==> config.mk <==
export PLATFORM = sky130hd
export DESIGN_NAME = uart_fifo_bridge
export DESIGN_NICKNAME = d
export VERILOG_FILES = /design/src/rtl/uart_fifo_bridge.sv
export SDC_FILE = /design/constraint.sdc
export NUM_CORES = 1
export LEC_CHECK = 0
export ABC_AREA = 0
export CAP_MARGIN = 15
export CELL_PAD_IN_SITES_DETAIL_PLACEMENT = 0
export CELL_PAD_IN_SITES_GLOBAL_PLACEMENT = 1
export CORE_ASPECT_RATIO = 1.4
export CORE_MARGIN = 2
export CORE_UTILIZATION = 45
export DETAILED_ROUTE_END_ITERATION = 7
export PLACE_DENSITY_LB_ADDON = 0.12
export SLEW_MARGIN = 20
export SYNTH_ARGS = -nofsm -noshare
export SYNTH_HDL_FRONTEND = slang
export SYNTH_SLANG_ARGS = --single-unit
==> constraint.sdc <==
create_clock -name CLK -period 1.6 [get_ports CLK]
set_input_delay 0.16 -clock CLK [delete_from_list [all_inputs] [get_ports CLK]]
set_output_delay 0.16 -clock CLK [all_outputs]
set_load 0.05 [all_outputs]
==> src/rtl/uart_fifo_bridge.sv <==
`timescale 1ns/1ps
// uart_fifo_bridge: CPU <-> UART byte buffering, one first-word-fall-through FIFO per direction.
// Latency: a byte pushed on one edge is visible at the FIFO head after that edge (1 cycle).
// Backpressure: DataInReady/rx_ready low when full; with UART_FIFO_OVERFLOW_EN, rx_ready=1 and overflowing RX bytes are dropped and flagged.

// Generic circular FIFO with registered occupancy count and first-word-fall-through read port.
module uart_fifo_bridge_fifo #(
  parameter int DEPTH = 8,
  parameter int WIDTH = 8
) (
  input  logic                     clk_i,
  input  logic                     rst_ni,
  input  logic                     wr_i,
  input  logic [WIDTH-1:0]         wdata_i,
  input  logic                     rd_i,
  output logic [WIDTH-1:0]         rdata_o,
  output logic                     full_o,
  output logic                     empty_o,
  output logic [$clog2(DEPTH):0]   count_o
);

  localparam int AW = $clog2(DEPTH);
  localparam int CW = AW + 1;

  logic [WIDTH-1:0] mem_q [DEPTH];
  logic [AW-1:0]    wr_ptr_q, wr_ptr_d;
  logic [AW-1:0]    rd_ptr_q, rd_ptr_d;
  logic [CW-1:0]    count_q, count_d;
  logic             push, pop;

  // Flags come straight from the registered count, so they never see this cycle's strobes.
  assign full_o  = (count_q == CW'(DEPTH));
  assign empty_o = (count_q == '0);
  assign count_o = count_q;
  assign rdata_o = mem_q[rd_ptr_q];

  // A full FIFO refuses the push even if a pop frees a slot in the same cycle;
  // an empty FIFO ignores the pop even if a push lands in the same cycle.
  assign push = wr_i && !full_o;
  assign pop  = rd_i && !empty_o;

  // Next-state pointers and count; pointers wrap naturally because DEPTH is a power of 2.
  always_comb begin
    wr_ptr_d = wr_ptr_q;
    rd_ptr_d = rd_ptr_q;
    count_d  = count_q;
    if (push) begin
      wr_ptr_d = wr_ptr_q + AW'(1);
    end
    if (pop) begin
      rd_ptr_d = rd_ptr_q + AW'(1);
    end
    case ({push, pop})
      2'b10:   count_d = count_q + CW'(1);
      2'b01:   count_d = count_q - CW'(1);
      default: count_d = count_q;
    endcase
  end

  // Pointer and count registers; reset empties the FIFO at once.
  always_ff @(posedge clk_i or negedge rst_ni) begin
    if (!rst_ni) begin
      wr_ptr_q <= '0;
      rd_ptr_q <= '0;
      count_q  <= '0;
    end else begin
      wr_ptr_q <= wr_ptr_d;
      rd_ptr_q <= rd_ptr_d;
      count_q  <= count_d;
    end
  end

  // Storage array; contents are meaningless while the FIFO is empty, so it carries no reset.
  always_ff @(posedge clk_i) begin
    if (push) begin
      mem_q[wr_ptr_q] <= wdata_i;
    end
  end

endmodule

// Top level: TX path (CPU -> serializer) and RX path (deserializer -> CPU).
module uart_fifo_bridge #(
  parameter int DEPTH = 8,
  parameter int WIDTH = 8
) (
  input  logic                   CLK,
  input  logic                   reset_n,
  input  logic [WIDTH-1:0]       DataIn,
  input  logic                   DataInValid,
  output logic                   DataInReady,
  output logic [WIDTH-1:0]       DataOut,
  output logic                   DataOutValid,
  input  logic                   DataOutReady,
  output logic [WIDTH-1:0]       tx_data,
  output logic                   tx_valid,
  input  logic                   tx_ready,
  input  logic [WIDTH-1:0]       rx_data,
  input  logic                   rx_valid,
  output logic                   rx_ready,
  output logic [$clog2(DEPTH):0] tx_count,
  output logic [$clog2(DEPTH):0] rx_count,
  output logic                   rx_overflow,
  input  logic                   ovf_clear
);

  logic rst_sync_q;
  logic tx_full, tx_empty;
  logic rx_full, rx_empty;

  // Reset release synchroniser: assertion is immediate, release takes effect one edge later,
  // so the first push after reset_n rises is taken on the second rising edge.
  always_ff @(posedge CLK or negedge reset_n) begin
    if (!reset_n) begin
      rst_sync_q <= 1'b0;
    end else begin
      rst_sync_q <= 1'b1;
    end
  end

  uart_fifo_bridge_fifo #(
    .DEPTH (DEPTH),
    .WIDTH (WIDTH)
  ) u_tx_fifo (
    .clk_i   (CLK),
    .rst_ni  (rst_sync_q),
    .wr_i    (DataInValid),
    .wdata_i (DataIn),
    .rd_i    (tx_ready),
    .rdata_o (tx_data),
    .full_o  (tx_full),
    .empty_o (tx_empty),
    .count_o (tx_count)
  );

  assign DataInReady = !tx_full;
  assign tx_valid    = !tx_empty;

  uart_fifo_bridge_fifo #(
    .DEPTH (DEPTH),
    .WIDTH (WIDTH)
  ) u_rx_fifo (
    .clk_i   (CLK),
    .rst_ni  (rst_sync_q),
    .wr_i    (rx_valid),
    .wdata_i (rx_data),
    .rd_i    (DataOutReady),
    .rdata_o (DataOut),
    .full_o  (rx_full),
    .empty_o (rx_empty),
    .count_o (rx_count)
  );

  assign DataOutValid = !rx_empty;

`ifdef UART_FIFO_OVERFLOW_EN
  logic ovf_q, ovf_d;
  logic rx_drop;

  // The deserializer cannot be stalled: bytes arriving at a full RX FIFO are dropped.
  assign rx_ready    = 1'b1;
  assign rx_drop     = rx_valid && rx_full;
  assign rx_overflow = ovf_q;

  // Sticky overflow flag; a drop in the same cycle as a clear leaves the flag set.
  always_comb begin
    ovf_d = ovf_q;
    if (ovf_clear) begin
      ovf_d = 1'b0;
    end
    if (rx_drop) begin
      ovf_d = 1'b1;
    end
  end

  // Overflow flag register.
  always_ff @(posedge CLK or negedge rst_sync_q) begin
    if (!rst_sync_q) begin
      ovf_q <= 1'b0;
    end else begin
      ovf_q <= ovf_d;
    end
  end
`else
  logic ovf_clear_unused;

  // Deserializer is held off by the registered full flag; no byte is ever dropped.
  assign rx_ready         = !rx_full;
  assign rx_overflow      = 1'b0;
  assign ovf_clear_unused = ovf_clear;
`endif

endmodule

==> results of run 1 <==
==> state kept, by name (all words and copies together), names as in the netlist <==
| signal | cells |
|---|---|
| u_rx_fifo.count_o | 4 |
| rst_sync_q | 1 |
| u_tx_fifo.mem_q | 64 |
| u_tx_fifo.count_o | 4 |
| u_rx_fifo.mem_q | 64 |
| u_tx_fifo.wr_ptr_q | 3 |
| u_rx_fifo.rd_ptr_q | 3 |
| u_rx_fifo.wr_ptr_q | 3 |
| u_tx_fifo.rd_ptr_q | 3 |
==> cells in the final DEF, fill, tap and decap left out, types with 5 or more instances in the layout <==
master / synthesis / final
edfxtp_1: 128 / 128
buf_4: 1 / 36
mux4_2: 1 / 32
buf_6: 2 / 29
buf_12: 2 / 22
clkdlybuf4s50_1: 0 / 21
mux2_4: 0 / 19
clkbuf_16: 0 / 19
dfrtp_1: 21 / 11
xnor2_1: 10 / 10
dfrtp_2: 0 / 10
nor2_4: 0 / 9
nor3_4: 0 / 7
inv_6: 0 / 7
xor2_1: 7 / 6
nand2b_1: 7 / 6
nand2_1: 10 / 5
buf_8: 0 / 5
==> synth_stat cells (all sizes together) <==
| cell | instances | area (um2) |
|---|---|---|
| inv | 2 | 7.51 |
| a41oi | 1 | 8.76 |
| o22ai | 1 | 6.26 |
| nor4 | 1 | 6.26 |
| nor3b | 2 | 15.0 |
| nand2b | 7 | 43.8 |
| nor4bb | 1 | 10.0 |
| nand3 | 6 | 30.0 |
| or2 | 1 | 6.26 |
| conb | 2 | 7.51 |
| buf | 10 | 91.3 |
| xnor2 | 10 | 87.6 |
| or4b | 1 | 13.8 |
| mux4 | 32 | 837 |
| or4 | 1 | 11.3 |
| mux2 | 22 | 248 |
| nand3b | 1 | 7.51 |
| a211o | 1 | 8.76 |
| edfxtp | 128 | 3840 |
| o21ai | 1 | 5.00 |
| nor3 | 7 | 35.0 |
| dfrtp | 21 | 526 |
| ha | 10 | 125 |
| nand2 | 10 | 37.5 |
| clkbuf | 1 | 3.75 |
| a21oi | 4 | 20.0 |
| xor2 | 7 | 61.3 |
| nor2 | 12 | 45.0 |
==> how the worst max path moves through the flow <==
stage	from	end	slack, ns	cells after the start
after floorplan	u_tx_fifo.count_o[2]$_DFFE_PN0P_	u_tx_fifo.count_o[2]$_DFFE_PN0P_	-0.84	10
after global placement	u_tx_fifo.count_o[2]$_DFFE_PN0P_	u_tx_fifo.count_o[2]$_DFFE_PN0P_	-0.51	10
after detailed placement	u_tx_fifo.count_o[2]$_DFFE_PN0P_	u_tx_fifo.count_o[2]$_DFFE_PN0P_	-0.55	10
after CTS	u_rx_fifo.rd_ptr_q[0]$_DFFE_PN0P_	DataOut[5]	-0.61	4
after global routing	u_tx_fifo.count_o[3]$_DFFE_PN0P_	u_tx_fifo.count_o[2]$_DFFE_PN0P_	-0.64	10
final	u_rx_fifo.rd_ptr_q[0]$_DFFE_PN0P_	DataOut[6]	-0.57	4
==> routing by layer <==
metal / vias up / global-route usage [%]
li1: 1458 / -
met1: 1641 / 20.8
met2: 58 / 31.2
met3: 11 / 4.57
met4: 0 / 6.23
met5: - / 0
==> what timing repair did <==
| item | 4_1_cts | 5_1_grt |
|---|---|---|
| hold buffers | 1 | 0 |
| gates resized for setup | 58 | 16 |
| hold endpoints to repair | 1 | 0 |
| gates cloned | 2 | 0 |
| pin swaps | 10 | 16 |
| setup buffers | 7 | 6 |
| endpoints found under the setup margin | 150 | 153 |
==> report_power, final <==
part	switching [mW]	internal [mW]	total [mW]
registers	0.465	5.03	5.50
logic	4.31	4.21	8.52
clock network	1.72	2.22	3.94
==> cells by family after synthesis <==
kind of cell | count (synthesis) | share of synthesized area, %
AOI/OAI and AO/OA | 8 | 0.794
adders and majority gates | 10 | 2.04
xor gates and xnor gates | 17 | 2.42
DFF | 149 | 71.1
muxes | 54 | 17.6
buffers and inverters | 13 | 1.67
other | 2 | 0.122
and+or+nand+nor | 50 | 4.25
==> final cells by class <==
class / count / area [um2]
fill: 987 / 4830
sequential: 149 / 4380
multi-input combinational: 141 / 1970
timing repair buffer: 116 / 1380
clock buffer: 18 / 429
tap: 182 / 228
clock inverter: 14 / 161
inverter: 2 / 12.5
==> stage by stage <==
stage	hold slack (ns)	cell area, um2	setup TNS [ns]
4_1_cts	0.225	8490	-31.02
3_5_place_dp	0.218	7720	-25.29
5_1_grt	0.265	8560	-42.92
2_1_floorplan	-0.136	6450	-24.09
3_3_place_gp	0.214	7720	-23.42
6_report	0.212	8560	-33.04
==> flow_summary.ini, run 1 <==
[detailed_routing]
wl_met2_um = 6610
topRoutingLayerUsed = met4
drt_iter0_drc = 137
wl_um = 11700
wl_met1_um = 4560
vias = 3168
vias_per_cell = 5.09
post_drt_wl_per_cell_um = 18.8
drt-pass1-iter-count = 4
met3_length_um = 401
ant_nets = 0
drc = 0

[placement]
gp_congestion = 0.710
dp.cells = 581
dp_slack_ns = -0.546
portBuffers = 49
hpwl_um = 7460

[timing]
setup_viol = 160
fin_crit_sh_pct = 136
post-route-min-period_ns = 2.17
slew_violations = 0
fin_skew_ns = 0.0149
hold_viol_final = 0
rsz0062_at_grt = true
layout_setup_ws_ns = -0.569
fmax_mhz = 461

[finish]
area_growth_pct = 39.3
postLayoutCoreUtil_pct = 64.0
drive_above_1_share_pct = 52.5
n_antenna_cell = 0
post_layout_nonfiller_instances = 622
fin_nets = 460

[worst_setup_path]
reg2reg_from = u_tx_fifo.count_o[3]$_DFFE_PN0P_
path_class = reg2out
path_max_fanout = 8
worstPathRequired_ns = 1.44
slowest_delay_ns = 0.53
worst-r2r-cell-count = 10
reg2reg_slack_ns = -0.56
cp_cell_sequence = clkbuf_16 > mux4_2 > mux2_4 > buf_6
arrival_ns = 2.01
crit_family = multiplexers
cp-start-kind = register
critPathBufInv = 2
r2r-end = u_tx_fifo.count_o[2]$_DFFE_PN0P_
crit_slowest_cell = mux4_2
crit_path_end_kind = output pin

[synthesis]
syn-num-nets = 336
synthCells = 303
ys_warn_count = 0
avgSynthCellArea_um2 = 20.3
syn_area_mm2 = 0.00615
synth.ff_latch_count = 149
synth_seq_area_share_pct = 71.1
ys_types = 33

[run_status]
status = finished with violations
failed_checks = setup timing

[die]
die_width_um = 103
io_pins = 52
core_mm2 = 0.0134
die_area_mm2 = 0.0146
die_h_um = 142
core.rowCount = 50
floorplan.initialDensity_pct = 45.9

[clocking]
clk_latency_ns = 0.42
h-tree-depth = 4
cts_tree = yes
cts_root_buffer = clkbuf_16
cts_inserted_buffers = 17
ctsLongestPathBuffers = 2
clkSinkCount = 149
path_clk_slew_ns = 0.06

[global_routing]
antenna_found_initial = 0
grt_pass1_vias = 3340
grt_max_degree = 21
grt_pass1_wl_um = 18500
grt_usage_pct = 17.7
grt-ovfl-total = 0

[power_and_ir_drop]
total_power_mw = 18.0
p_per_area_mw_per_mm2 = 2100
leakage_nw = 3.05
peakVddDrop_mv = 1.02

[worst_hold_path]
hold_class = reg2async

[run]
maxCapViolCount = 0
(Power assumes the default switching activity.)
==> inputs of run 2 (changes only) <==
--- a/config.mk
+++ b/config.mk
@@ -12,9 +12,9 @@
 export CORE_ASPECT_RATIO = 1.4
 export CORE_MARGIN = 2
 export CORE_UTILIZATION = 45
+export CTS_CLUSTER_DIAMETER = 150
 export DETAILED_ROUTE_END_ITERATION = 7
 export PLACE_DENSITY_LB_ADDON = 0.12
-export SLEW_MARGIN = 20
 export SYNTH_ARGS = -nofsm -noshare
 export SYNTH_HDL_FRONTEND = slang
 export SYNTH_SLANG_ARGS = --single-unit
==> constraint.sdc (replaced) <==
create_clock -name CLK -period 1.6 [get_ports CLK]
set_input_delay 0.32 -clock CLK [delete_from_list [all_inputs] [get_ports CLK]]
set_output_delay 0.32 -clock CLK [all_outputs]
set_load 0.05 [all_outputs]
==> run 2 against run 1 <==
The flow still finishes with violations (setup timing). Setup slack got worse by 0.17 ns. Count of clock-buffer cells in the layout fell by 1. Clock power fell by 7.9%. Clock skew fell by 0.0064 ns. Combinational power rose by 3.2%. Core utilization rose by 0.61 points. Power rose by 0.17%. First-iteration DRC count rose by 58%. Largest cell class unchanged.
==> flow_summary.ini, run 2 (same netlist as run 1, synthesis figures left out) <==
[worst_setup_path]
cp-start-kind = register
crit_path_end_kind = output pin
path_class = reg2out
worstPathRequired_ns = 1.28
path_max_fanout = 8
arrival_ns = 2.02

[finish]
fin_nets = 465
drive_above_1_share_pct = 53.7
finalInstanceArea_mm2 = 0.00864
largest_registers = u_rx_fifo.mem_q (64), u_tx_fifo.mem_q (64)
layout_commonest_cell = edfxtp_1
area_growth_pct = 40.6
n_antenna_cell = 0
most-common-layout-cells = edfxtp_1 (128), buf_4 (34), mux4_2 (32), buf_6 (32), buf_12 (26)

[timing]
layout_setup_ws_ns = -0.738
hold_viol_final = 0
rsz0062_at_grt = true
fin_skew_ns = 0.00854
fmax_mhz = 428
slew_violations = 0
fin_crit_sh_pct = 146
post-route-min-period_ns = 2.34
worst_pin_slew_ns = 0.577
fin_tns_setup_ns = -38.17
worst_slew_margin_rel_pct = 61.6
setup_viol = 160

[clocking]
cts_tree = yes
h-tree-depth = 4
ctsLongestPathBuffers = 2
clk_latency_ns = 0.41
path_clk_slew_ns = 0.06
cts_root_buffer = clkbuf_16
clkSinkCount = 149
cts_inserted_buffers = 17

[detailed_routing]
met3_length_um = 360
vias = 3184
topRoutingLayerUsed = met4
ant_nets = 0
wl_met1_um = 4650
drc = 0
wl_met2_um = 6890
drt-pass1-iter-count = 4
wl_um = 12000
drt_iter0_drc = 216
vias_per_cell = 5.08
post_drt_wl_per_cell_um = 19.2

[power_and_ir_drop]
p_per_area_mw_per_mm2 = 2080
switching_power_mw = 6.51
p_clk_share_pct = 20.2
comb_power_share_pct = 48.8
switching_share_pct = 36.2
internal-power_mw = 11.5
peakVddDrop_mv = 0.987
leakage_nw = 3.09
seqPwrFrac_pct = 31.0

[placement]
hpwl_um = 7910
gp_congestion = 0.748
postPlaceCellArea_mm2 = 0.00782
portBuffers = 49

[run_status]
status = finished with violations
failed_checks = setup timing

[global_routing]
antenna_found_initial = 0
grt_usage_pct = 17.6
grt-ovfl-total = 0
grt_max_degree = 21
grt_pass1_vias = 3414
grt_pass1_wl_um = 18500

[die]
floorplan.initialDensity_pct = 45.9
die_h_um = 142
core_mm2 = 0.0134
io_pins = 52
die_area_mm2 = 0.0146
core.rowCount = 50
die_width_um = 103

[run]
maxCapViolCount = 0

[worst_hold_path]
hold_class = in2async
run 2: cell count changes in the layout (fill, tap and decap cells not counted), sizes merged:
cell	delta
inv	-4
dlygate4sd3	-1
clkbuf	-1
buf	+6
clkinv	+6
bufinv	-1
run 2: final timing paths:
check | start | end | slack, ns | depth (start not counted)
max reg2reg | u_tx_fifo.count_o[2]$_DFFE_PN0P_ | u_tx_fifo.count_o[2]$_DFFE_PN0P_ | -0.56 | 10
max in group asynchronous | rst_sync_q$_DFF_PN0_ | u_tx_fifo.count_o[3]$_DFFE_PN0P_ | 1.16 | 1
min in group CLK | u_tx_fifo.wr_ptr_q[0]$_DFFE_PN0P_ | u_tx_fifo.wr_ptr_q[0]$_DFFE_PN0P_ | 0.59 | 2
min reg2reg | rst_sync_q$_DFF_PN0_ | u_tx_fifo.count_o[1]$_DFFE_PN0P_ | 0.20 | 1
min | reset_n | rst_sync_q$_DFF_PN0_ | 0.04 | 1
max | u_tx_fifo.rd_ptr_q[0]$_DFFE_PN0P_ | tx_data[1] | -0.74 | 4
run 2: layout make-up:
type                       instances  area [um2]
fill                             951        4740
sequential                       149        4380
tap                              182         228
inverter                           2        12.5
multi-input combinational        141        1990
timing repair buffer             121        1490
clock buffer                      17         425
clock inverter                    15         121
run 2: through the flow:
stage,power [mW],setup WS [ns],cells,hold WS (ns),utilization [%]
after floorplan,10.8,-0.838,303,0.0244,-
after global placement,13.5,-0.513,586,0.214,58.4
after detailed placement,13.6,-0.523,586,0.214,58.4
after CTS,18.0,-0.781,623,0.0269,63.8
after global routing,18.8,-0.806,627,0.0360,64.6
final,18.0,-0.738,627,0.0413,64.6
run 2: worst max-delay path, cell delays in order (launching register included):
cell       delay [ns]
dfrtp_2          0.46
clkbuf_16        0.21
mux4_2           0.51
mux2_4           0.28
buf_6            0.15
run 2: repair_timing:
action,in CTS,in global routing
pin swaps,7,15
setup buffers,4,10
gates cloned,1,1
endpoints found under the setup margin,158,160
hold buffers,0,0
hold endpoints to repair,0,0
gates resized for setup,57,23
run 2: power groups by stage:
stage | clock [mW] | sequential, mW | combinational, mW
6_report | 3.63 | 5.58 | 8.79
5_1_grt | 3.87 | 5.66 | 9.28
4_1_cts | 3.70 | 5.57 | 8.68
3_5_place_dp | 0 | 5.60 | 8.04
3_3_place_gp | 0 | 5.56 | 7.95
2_1_floorplan | 0 | 5.92 | 4.89
run 2: per-layer routing:
layer | vias up | track usage (%)
li1 | 1472 | -
met4 | 0 | 6.23
met3 | 11 | 4.13
met5 | - | 0
met2 | 63 | 31.7
met1 | 1638 | 20.0
==> inputs of run 3 (changes only) <==
--- a/config.mk
+++ b/config.mk
@@ -15,6 +15,7 @@
 export CTS_CLUSTER_DIAMETER = 150
 export DETAILED_ROUTE_END_ITERATION = 7
 export PLACE_DENSITY_LB_ADDON = 0.12
+export SLEW_MARGIN = 5
 export SYNTH_ARGS = -nofsm -noshare
 export SYNTH_HDL_FRONTEND = slang
 export SYNTH_SLANG_ARGS = --single-unit
==> results of run 3 <==
No change in the layout: final DEF, timing and power equal those of run 2.
